<file path="src/rtl/inst_fetch_if.sv">
// Instruction-memory read bus between the fetch stage (master) and instruction memory (slave).
// One word read per req/ack handshake; mem_err is qualified by mem_ack.
interface inst_fetch_if;
  logic        mem_req;
  logic [31:0] mem_addr;
  logic        mem_ack;
  logic [31:0] mem_rdata;
  logic        mem_err;

  modport master (
    output mem_req,
    output mem_addr,
    input  mem_ack,
    input  mem_rdata,
    input  mem_err
  );

  modport slave (
    input  mem_req,
    input  mem_addr,
    output mem_ack,
    output mem_rdata,
    output mem_err
  );
endinterface

</file>
<file path="src/rtl/inst_fetch.sv">
// Fetch stage: issues one word read per pc, holds the returned word until taken, flags faults.
// Optional request timeout is enabled by defining FETCH_TIMEOUT_EN.
module inst_fetch #(
  parameter int unsigned TIMEOUT_CYCLES = 255,
  parameter logic [31:0] FAULT_INST     = 32'h0000_0000
) (
  input  logic        clk_cpu,
  input  logic        reset,
  input  logic [31:0] pc,
  input  logic        flush,
  input  logic        inst_taken,
  output logic [31:0] inst,
  output logic [31:0] inst_pc,
  output logic        inst_valid,
  output logic        fetch_fault,
  inst_fetch_if.master mem
);

  typedef enum logic [1:0] {
    IDLE,
    REQ,
    VALID
  } state_t;

  state_t      state;
  logic [31:0] req_pc;
  logic        drop;
  logic        ack_eff;
  logic        err_eff;

`ifdef FETCH_TIMEOUT_EN
  localparam int unsigned TW = ($clog2(TIMEOUT_CYCLES + 1) > 8) ? $clog2(TIMEOUT_CYCLES + 1) : 8;

  logic [TW-1:0] timer;
  logic          stale;
  logic          ack_real;
  logic          expired;

  // timer holds completed REQ cycles, so expiry lands on the TIMEOUT_CYCLES-th REQ cycle.
  // stale swallows the one late ack belonging to a timed-out request.
  always_comb begin
    ack_real = mem.mem_ack && !stale;
    expired  = (state == REQ) && (timer == TW'(TIMEOUT_CYCLES - 1));
    ack_eff  = ack_real || expired;
    err_eff  = ack_real ? mem.mem_err : 1'b1;
  end
`else
  always_comb begin
    ack_eff = mem.mem_ack;
    err_eff = mem.mem_err;
  end
`endif

  always_ff @(posedge clk_cpu) begin
    if (!reset) begin
      state        <= IDLE;
      inst         <= FAULT_INST;
      inst_pc      <= '0;
      inst_valid   <= 1'b0;
      fetch_fault  <= 1'b0;
      mem.mem_req  <= 1'b0;
      mem.mem_addr <= '0;
      drop         <= 1'b0;
      req_pc       <= '0;
`ifdef FETCH_TIMEOUT_EN
      timer        <= '0;
      stale        <= 1'b0;
`endif
    end else begin
`ifdef FETCH_TIMEOUT_EN
      if (mem.mem_ack && stale) stale <= 1'b0;
      if (state == REQ) timer <= timer + 1'b1;
`endif
      unique case (state)
        IDLE: begin
          req_pc <= pc;
          if (pc[1:0] != 2'b00) begin
            inst        <= FAULT_INST;
            inst_pc     <= pc;
            fetch_fault <= 1'b1;
            inst_valid  <= 1'b1;
            state       <= VALID;
          end else begin
            mem.mem_req  <= 1'b1;
            mem.mem_addr <= {pc[31:2], 2'b00};
`ifdef FETCH_TIMEOUT_EN
            timer        <= '0;
`endif
            state        <= REQ;
          end
        end

        REQ: begin
          if (ack_eff) begin
            mem.mem_req <= 1'b0;
            // A flush arriving with the ack discards the word just like an earlier one.
            if (drop || flush) begin
              drop  <= 1'b0;
              state <= IDLE;
            end else begin
              inst        <= err_eff ? FAULT_INST : mem.mem_rdata;
              fetch_fault <= err_eff;
              inst_pc     <= req_pc;
              inst_valid  <= 1'b1;
              state       <= VALID;
            end
`ifdef FETCH_TIMEOUT_EN
            if (expired && !ack_real) stale <= 1'b1;
`endif
          end else if (flush) begin
            drop <= 1'b1;
          end
        end

        VALID: begin
          if (inst_taken || flush) begin
            inst_valid  <= 1'b0;
            fetch_fault <= 1'b0;
            state       <= IDLE;
          end
        end

        default: state <= IDLE;
      endcase
    end
  end

endmodule
</file>
<file path="src/flat_wrapper.sv">
// flat-port wrapper written by rule: the top's interface ports become plain ports
module inst_fetch_flat 
#(
  parameter int unsigned TIMEOUT_CYCLES = 255,
  parameter logic [31:0] FAULT_INST     = 32'h0000_0000
)
  (clk_cpu, reset, pc, flush, inst_taken, inst, inst_pc, inst_valid, fetch_fault, mem_mem_req, mem_mem_addr, mem_mem_ack, mem_mem_rdata, mem_mem_err);
  inst_fetch_if mem_i ();
  input  logic clk_cpu;
  input  logic reset;
  input  logic [31:0] pc;
  input  logic flush;
  input  logic inst_taken;
  output logic [31:0] inst;
  output logic [31:0] inst_pc;
  output logic inst_valid;
  output logic fetch_fault;
  output wire logic [$bits(mem_i.mem_req)-1:0] mem_mem_req;
  output wire logic [$bits(mem_i.mem_addr)-1:0] mem_mem_addr;
  input wire logic [$bits(mem_i.mem_ack)-1:0] mem_mem_ack;
  input wire logic [$bits(mem_i.mem_rdata)-1:0] mem_mem_rdata;
  input wire logic [$bits(mem_i.mem_err)-1:0] mem_mem_err;
  assign mem_mem_req = mem_i.mem_req;
  assign mem_mem_addr = mem_i.mem_addr;
  assign mem_i.mem_ack = mem_mem_ack;
  assign mem_i.mem_rdata = mem_mem_rdata;
  assign mem_i.mem_err = mem_mem_err;
  inst_fetch #(.TIMEOUT_CYCLES(TIMEOUT_CYCLES), .FAULT_INST(FAULT_INST)) u_core (.clk_cpu(clk_cpu), .reset(reset), .pc(pc), .flush(flush), .inst_taken(inst_taken), .inst(inst), .inst_pc(inst_pc), .inst_valid(inst_valid), .fetch_fault(fetch_fault), .mem(mem_i));
endmodule
</file>
<file path="config.mk">
export PLATFORM = sky130hd
export DESIGN_NAME = inst_fetch_flat
export DESIGN_NICKNAME = d
export VERILOG_FILES = /design/src/rtl/inst_fetch_if.sv /design/src/rtl/inst_fetch.sv /design/src/flat_wrapper.sv
export SDC_FILE = /design/constraint.sdc
export NUM_CORES = 1
export LEC_CHECK = 0
export ABC_CLOCK_PERIOD_IN_PS = 1600
export CAP_MARGIN = 0
export CORE_AREA = 2 2 129 181
export DETAILED_ROUTE_END_ITERATION = 10
export DIE_AREA = 0 0 131 183
export HOLD_SLACK_MARGIN = 0.05
export PLACE_DENSITY_LB_ADDON = 0.05
export SETUP_SLACK_MARGIN = 0.1
export SYNTH_ARGS = -nofsm -noshare
export SYNTH_HDL_FRONTEND = slang
export SYNTH_SLANG_ARGS = --single-unit
</file>
<file path="constraint.sdc">
create_clock -name clk_cpu -period 1.6 [get_ports clk_cpu]
set_input_delay 0.32 -clock clk_cpu [delete_from_list [all_inputs] [get_ports clk_cpu]]
set_output_delay 0.32 -clock clk_cpu [all_outputs]
set_load 0.03 [all_outputs]
</file>
Word-level counts from Yosys, hierarchy flattened
Cells that the tools add are included.

word-level totals
  input bits = 70
  register bits after elaboration = 132
  logic and storage cells = 59
  output and inout port bits = 99

operators by class
  bitwise gates (word level) = 1
  eq/ne operators = 8
  muxes and demuxes = 28
  reductions and logical operators = 13

operators by type and width
  cell                                                                    number
  32-bit two-way mux                                                      7
  32-bit case mux with 2 select lines                                     2
  1-bit two-way mux                                                       11
  2-bit two-way mux                                                       4
  2-bit by 1-bit != test with 1-bit output (second input constant)        3
  2-bit != test (second input constant)                                   3
  1-bit case mux with 3 select lines                                      2
  2-bit case mux with 3 select lines                                      1
  3-bit AND reduction                                                     2
  2-bit nonzero test                                                      3
  5-bit AND reduction                                                     1
  2-bit AND reduction                                                     2
  4-bit AND reduction                                                     1
  3-bit nonzero test                                                      1
  2-bit by 1-bit equality test with 1-bit output (second input constant)  1
  2-bit equality test (second input constant)                             1
  2-bit zero test                                                         1
  1-bit logical OR                                                        2
  1-bit case mux with 2 select lines                                      1
  1-bit NOT                                                               1

Logic depth before layout (Yosys ltp)
Gate-level depths: netlist (run 1).

  depth after elaboration = 4
  mapped depth = 7

Least setup slack after synthesis (run 1)
Ideal clock, no wire load.

  path type = input -> register
  start point = input port flush
  end point = register u_core.inst[10]
  slack = 0.008 ns
  setup time = 0.120 ns
  data required time = 1.480 ns
  cell stages on the path = 6
  data arrival time = 1.472 ns
  path through = or3b_1 > a211o_1 > clkbuf_1 > buf_6 > buf_6 > mux2i_1

on the way
  cells in the longest elaborated chain, start to end = 3

RTL lines
  item                           line                source
  from (decl)                    flat_wrapper.sv:12  input logic flush;
  1-bit logical OR               inst_fetch.sv:97    if (drop || flush) begin
  2-bit != test (no line)        n/a
  4-bit AND reduction (no line)  n/a
  to (signal assigned)           inst_fetch.sv:101   inst <= err_eff ? FAULT_INST : mem.mem_rdata;
  to (decl)                      inst_fetch.sv:12    output logic [31:0] inst,

Every way passes these cells.
A chain may end at the register's enable or synchronous reset.

Final worst setup path (run 1)
  start point = register u_core.drop
  end point = register u_core.inst_pc[6]

on the way
  cells in the longest elaborated chain, start to end = 3

RTL lines
  item                           line               source
  from (decl)                    inst_fetch.sv:27   logic drop;
  from (signal assigned)         inst_fetch.sv:63   drop <= 1'b0;
  from (signal assigned)         inst_fetch.sv:98   drop <= 1'b0;
  from (signal assigned)         inst_fetch.sv:111  drop <= 1'b1;
  1-bit logical OR               inst_fetch.sv:97
  2-bit != test (no line)        n/a
  4-bit AND reduction (no line)  n/a
  to (signal assigned)           inst_fetch.sv:79   inst_pc <= pc;
  to (signal assigned)           inst_fetch.sv:103  inst_pc <= req_pc;
  to (decl)                      inst_fetch.sv:13   output logic [31:0] inst_pc,

Every way passes these cells.

==> results of run 1 <==
## stage by stage
step | utilization (%) | area, sq um | instances | setup TNS, ns
detailed placement | 34.0 | 7600 | 1068 | -42.38
finish | 36.5 | 8160 | 1109 | -0.733
global route | 36.5 | 8160 | 1108 | -2.54
global placement | 34.0 | 7600 | 1068 | -42.18
CTS | 36.4 | 8130 | 1098 | -0.922
floorplan | - | 5520 | 626 | 0
## sequential cells by signal (all words and copies together), names as in the netlist
signal and count:
u_core.drop 1, u_core.fetch_fault 1, u_core.inst 32, u_core.inst_pc 32, u_core.inst_valid 1, u_core.mem.mem_addr 30, u_core.mem.mem_req 1, u_core.req_pc 32
u_core.state 2
## layer usage
layer  global-route usage [%]  vias up  routed length [microns]
li1                         -     2380                        -
met1                     15.6     2204                     7000
met2                     24.2      114                     8690
met3                     4.40       14                      968
met4                     4.17        0                      174
met5                        0        -                        0
## placed cells by master, fill, tap and decap left out, drive strengths merged, types with 2 or more instances in the layout
cell	synthesis	final
nor3	2	2
nor2	3	3
nand2b	2	2
bufinv	0	2
inv	3	4
dlymetal6s2s	0	2
o211ai	2	2
clkdlybuf4s50	0	65
buf	14	33
a21boi	62	62
dfxtp	132	132
clkbuf	37	66
dlygate4sd2	0	2
a211o	1	2
clkinvlp	0	3
clkdlybuf4s15	0	50
a21oi	3	3
mux2i	65	65
mux2	32	32
nand2	253	253
conb	1	2
clkinv	0	7
## how the worst max path moves through the flow
stage	depth (start not counted)	slack (ns)	to
final	4	-0.04	u_core.inst_pc[6]$_SDFFE_PN0P_
after floorplan	6	0.01	u_core.inst[10]$_SDFFE_PN0P_
after global routing	4	-0.07	u_core.inst_pc[6]$_SDFFE_PN0P_
after global placement	5	-0.51	u_core.inst_pc[25]$_SDFFE_PN0P_
after detailed placement	5	-0.52	u_core.inst[22]$_SDFFE_PN0P_
after CTS	4	-0.04	u_core.inst[18]$_SDFFE_PN0P_
## cell families (layout without fill, tap and decap cells)
logic type / Yosys count / count (layout)
AND/OR/NAND/NOR: 269 / 269
AO/OA/AOI/OAI: 72 / 73
flip-flops: 132 / 132
other: 1 / 3
multiplexers: 97 / 97
buffers and inverters: 54 / 234
## cell type report
type	instances	area [sq um]
Clock buffer	17	425
Tap cell	301	377
Inverter	3	11.3
Timing Repair Buffer	201	1890
Clock inverter	13	138
Fill cell	2278	14200
Antenna cell	1	2.50
Multi-Input combinational cell	441	2670
Sequential cell	132	2650
## power by group
group / switching, W / total, W / internal [W]
clock network: 0.00148 / 0.00375 / 0.00227
logic: 0.000915 / 0.00168 / 0.000764
registers: 0.000111 / 0.00361 / 0.00350
total: 0.00251 / 0.00904 / 0.00653
## what timing repair did
| item | in CTS | in global routing |
|---|---|---|
| setup buffers | 0 | 2 |
| pin swaps | 1 | 3 |
| resized for setup | 159 | 105 |
| endpoints found under the setup margin | 184 | 176 |
| gates cloned | 0 | 8 |
## worst max-delay path, cell delays in order (launching register included)
cell,delay (ns)
dfxtp_2,0.33
or3b_4,0.43
a211o_4,0.44
buf_12,0.18
mux2i_2,0.14
==> flow_summary.ini, run 1 <==
[status]
status = finished with violations
violations = setup timing

[clock_tree]
cts_buffers = 17
path_clk_slew_ns = 0.06
ctsHoldBuffers = 0
clk_latency_ns = 0.42
h-tree-depth = 4
tritoncts = done
clock_path_buffers = 2
clock-root-buffer = clkbuf_16
cts.sinks = 132

[timing]
finalHoldViolations = 0
setup_viol = 45
final.period_utilization_pct = 103
fin_crit_ns = 1.64
fmax_ghz = 0.609
rsz0062_at_grt = yes
holdWs_ns = 0.328
fin_skew_ns = 0.00901
drv_slew = 0
worst_slack_ns = -0.0409

[worst_setup_path]
worstRegToRegCells = 4
critPathLaunchType = flip-flop
crit_path_max_fanout = 9
worst-setup-path-type = reg -> reg
critPathLaunch = u_core.drop$_SDFFE_PN0P_
r2r_slack_ns = -0.04
worst_ep_arrival_time_ns = 1.94
cp-end-kind = flip-flop
r2r-end = u_core.inst_pc[6]$_SDFFE_PN0P_
r2r_start = u_core.drop$_SDFFE_PN0P_
required_ns = 1.90

[place]
place.gp.congestion = 0.717
place_hpwl_microns = 11100
port_buffers = 166
pre_cts_ws_ns = -0.522

[final_layout]
drive_above_1_share_pct = 20.6
syn_to_final_growth_pct = 48.5
fin_nets = 866

[floorplanning]
die_width_microns = 131
start_util_pct = 24.6
io_pins = 169
core_area_sq_um = 22400
die_h_microns = 183
fp-row-count = 65
dieArea_sq_um = 24000

[synth]
avgSynthCellArea_sq_um = 8.79
synth_top_area_cell = dfxtp_1
ys_warn_count = 0
ys_seq_area_share_pct = 48.1
synth_top_family_by_area = simple AND/OR/NAND/NOR gates
ys_ff_latch = 132
yosys.area_share.adder_pct = 0
synth.most_common_cell = nand2_1
synth_compound_area_share_pct = 9.68
synth_edf_count = 0
synth_top_flop_cell = dfxtp_1
synth_simple_gate_area_share_pct = 19.1
ys_types = 31
synth_xor_xnor_area_share_pct = 0
synth_commonest_cells = nand2_1 (253), dfxtp_1 (132), mux2i_1 (65), a21boi_0 (52), clkbuf_1 (37)
postSynth.asyncResetShare_pct = 0
yosys.area.top_type_share_pct = 48.1
synthMuxAreaShare_pct = 18.4
synth_area_leaders = dfxtp_1 (48%), nand2_1 (17%), mux2i_1 (12%)
synth_cells = 625
syn_area_sq_um = 5500

[power_and_ir_drop]
irDropWorstVdd_mv = 0.691
power_density_nw_per_um2 = 1110
leakage_nw = 3.33
power.total_w = 0.00904

[routing]
viasPerCell = 4.25
drc = 0
num_vias = 4712
first_pass_iters = 4
wl_per_cell_microns = 15.2
detail_route.iter0.violations = 141
routed_wl_microns = 16800
antenna_left = 0

[run]
drv_cap = 0

[grt]
grtUsageTotal_pct = 13.7
grt_pass1_wl_microns = 25400
grt_start_max_net_pins = 69
antenna_found_initial = 1
grt_pass1_vias = 4798
overflow = 0

[hold_path]
worstHoldEndpoint = u_core.req_pc[0]$_SDFFE_PN0N_
min_path_type = in -> reg
holdPathStages = 3
min_from = pc[0]
No activity file was read; power rests on OpenSTA's default activity.
==> run 2: changes to the inputs <==
CTS_CLUSTER_SIZE = 8   (was not set)
==> results of run 2 <==
The final DEF is identical to that of run 1; final timing and power are the same.
==> run 3: changes to the inputs <==
CORE_AREA = 2 2 100 141   (was 2 2 129 181)
DIE_AREA = 0 0 102 143   (was 0 0 131 183)
==> run 3 against run 2 <==
  * The flow now finishes without violations
  * Critical path type unchanged
  * Critical path depth did not move
  * Highest routed layer unchanged
  * Largest power group unchanged
  * Global-route usage grew 6.2 points
  * Cell count decreased by 11%
  * Clock skew increased by 0.0014 ns
  * Routed wire length is 15% lower
==> flow_summary.ini, run 3 (synthesis results as in run 1) <==
[final_layout]
layout_common_cells = nand2_1 (253), dfxtp_1 (130), clkdlybuf4s50_1 (65)
multi_input_area_sq_um = 2650
num-fill-cells = 1204
largestRegisters = u_core.inst (32), u_core.inst_pc (32), u_core.req_pc (32)
drive_above_1_share_pct = 14.8
fin_util_pct = 60.2
antenna_cells = 0
fin_nets = 859
final-seq-area_sq_um = 2650
syn_to_final_growth_pct = 45.4
final_common_cell = nand2_1

[power_and_ir_drop]
irDropWorstVdd_mv = 0.705
power_density_nw_per_um2 = 1130
switchingPower_w = 0.00244
p_int_w = 0.00659
power.share.combinational_pct = 17.0
switching_share_pct = 27.0
clkPwrFrac_pct = 43.0
leakage_nw = 3.33
pwr-share-seq_pct = 39.9

[routing]
detail_route.iter0.violations = 206
antenna_left = 0
routed_wl_microns = 14400
drc = 0
wl_per_cell_microns = 14.6
first_pass_iters = 4
num_vias = 4705
viasPerCell = 4.78

[timing]
fmax_ghz = 0.627
setup_viol = 0
fin_skew_ns = 0.0104
drv_slew = 0
holdWs_ns = 0.209
fin_crit_ns = 1.60
finalHoldViolations = 0
worst_slack_ns = 0.00483
final.period_utilization_pct = 99.7
rsz0062_at_grt = yes
fin_setup_tns_ns = 0

[worst_setup_path]
cp_slowest_stage_delay_ns = 0.39
critPathLaunchType = flip-flop
cp_top_family = simple AND/OR/NAND/NOR gates
crit_path_max_fanout = 30
worst-setup-path-type = reg -> reg
cpMaxStageDelayCell = or3b_4
cp-end-kind = flip-flop
path_cells = or3b_4 > a211o_4 > buf_12 > mux2i_1
worst_ep_arrival_time_ns = 1.89
critPathBufInv = 1
required_ns = 1.89

[floorplanning]
dieArea_sq_um = 14600
die_width_microns = 102
start_util_pct = 41.4
fp-row-count = 50
die_h_microns = 143
core_area_sq_um = 13300
io_pins = 169

[grt]
antenna_found_initial = 0
grtUsageTotal_pct = 19.9
grt_pass1_vias = 4689
grt_start_max_net_pins = 67
grt_pass1_wl_microns = 22700
overflow = 0

[place]
port_buffers = 166
pre_cts_ws_ns = -0.501
place_hpwl_microns = 9620
place.gp.congestion = 0.749

[clock_tree]
cts_buffers = 17
tritoncts = done
h-tree-depth = 4
clk_latency_ns = 0.42
cts.sinks = 132
clock_path_buffers = 2
clock-root-buffer = clkbuf_16
path_clk_slew_ns = 0.06
ctsHoldBuffers = 0

[hold_path]
min_path_type = in -> reg

[status]
status = finished, final reports clean

[run]
drv_cap = 0
[run 3: layer usage]
layer	vias to the layer above	global-route usage, %	wire (microns)
li1	2368	-	-
met1	2207	22.7	6040
met2	116	35.3	7430
met3	14	5.34	752
met4	0	6.95	145
met5	-	0	0
[run 3: repair_timing]
item,CTS,global route
setup buffers,0,1
endpoints found under the setup margin,195,160
resized for setup,118,87
gates cloned,0,2
pin swaps,0,1
[run 3: through the flow]
| stage | instance area (sq um) | instances | power (W) |
|---|---|---|---|
| 2_1_floorplan | 5520 | 626 | 0.00461 |
| 3_3_place_gp | 7440 | 949 | 0.00524 |
| 3_5_place_dp | 7440 | 949 | 0.00528 |
| 4_1_cts | 7940 | 981 | 0.00910 |
| 5_1_grt | 7990 | 984 | 0.00939 |
| 6_report | 7990 | 984 | 0.00903 |
[run 3: cell type report]
type,count,share of cell area [%]
repair buffers,195,23.2
flip-flops and latches,132,33.1
clock buffers,20,5.84
clock inverters,12,1.60
well taps,182,2.85
inverters,3,0.141
multi-input cells,440,33.2
[run 3: path summary, 6_finish.rpt]
path                                        startpoint                                    to  slack (ns)  cells past startpoint
hold / removal                                   reset              u_core.drop$_SDFFE_PN0P_        0.21                      3
hold reg to reg   u_core.mem.mem_addr[19]$_SDFFE_PN0P_  u_core.mem.mem_addr[19]$_SDFFE_PN0P_        0.45                      2
setup reg to reg              u_core.drop$_SDFFE_PN0P_           u_core.inst[9]$_SDFFE_PN0P_       0.005                      4
setup / recovery              u_core.drop$_SDFFE_PN0P_           u_core.inst[9]$_SDFFE_PN0P_       0.005                      4
[run 3: power by group through the flow]
stage	combinational [W]	sequential [W]	clock (W)
final	0.00154	0.00360	0.00388
after global routing	0.00166	0.00363	0.00410
after CTS	0.00154	0.00360	0.00397
after detailed placement	0.00160	0.00367	0
after global placement	0.00158	0.00367	0
after floorplan	0.000699	0.00391	0
[run 3: worst reg2reg max path: stages, from the launching register on]
cell	delay, ns
dfxtp_2	0.33
or3b_4	0.39
a211o_4	0.39
buf_12	0.21
mux2i_1	0.15
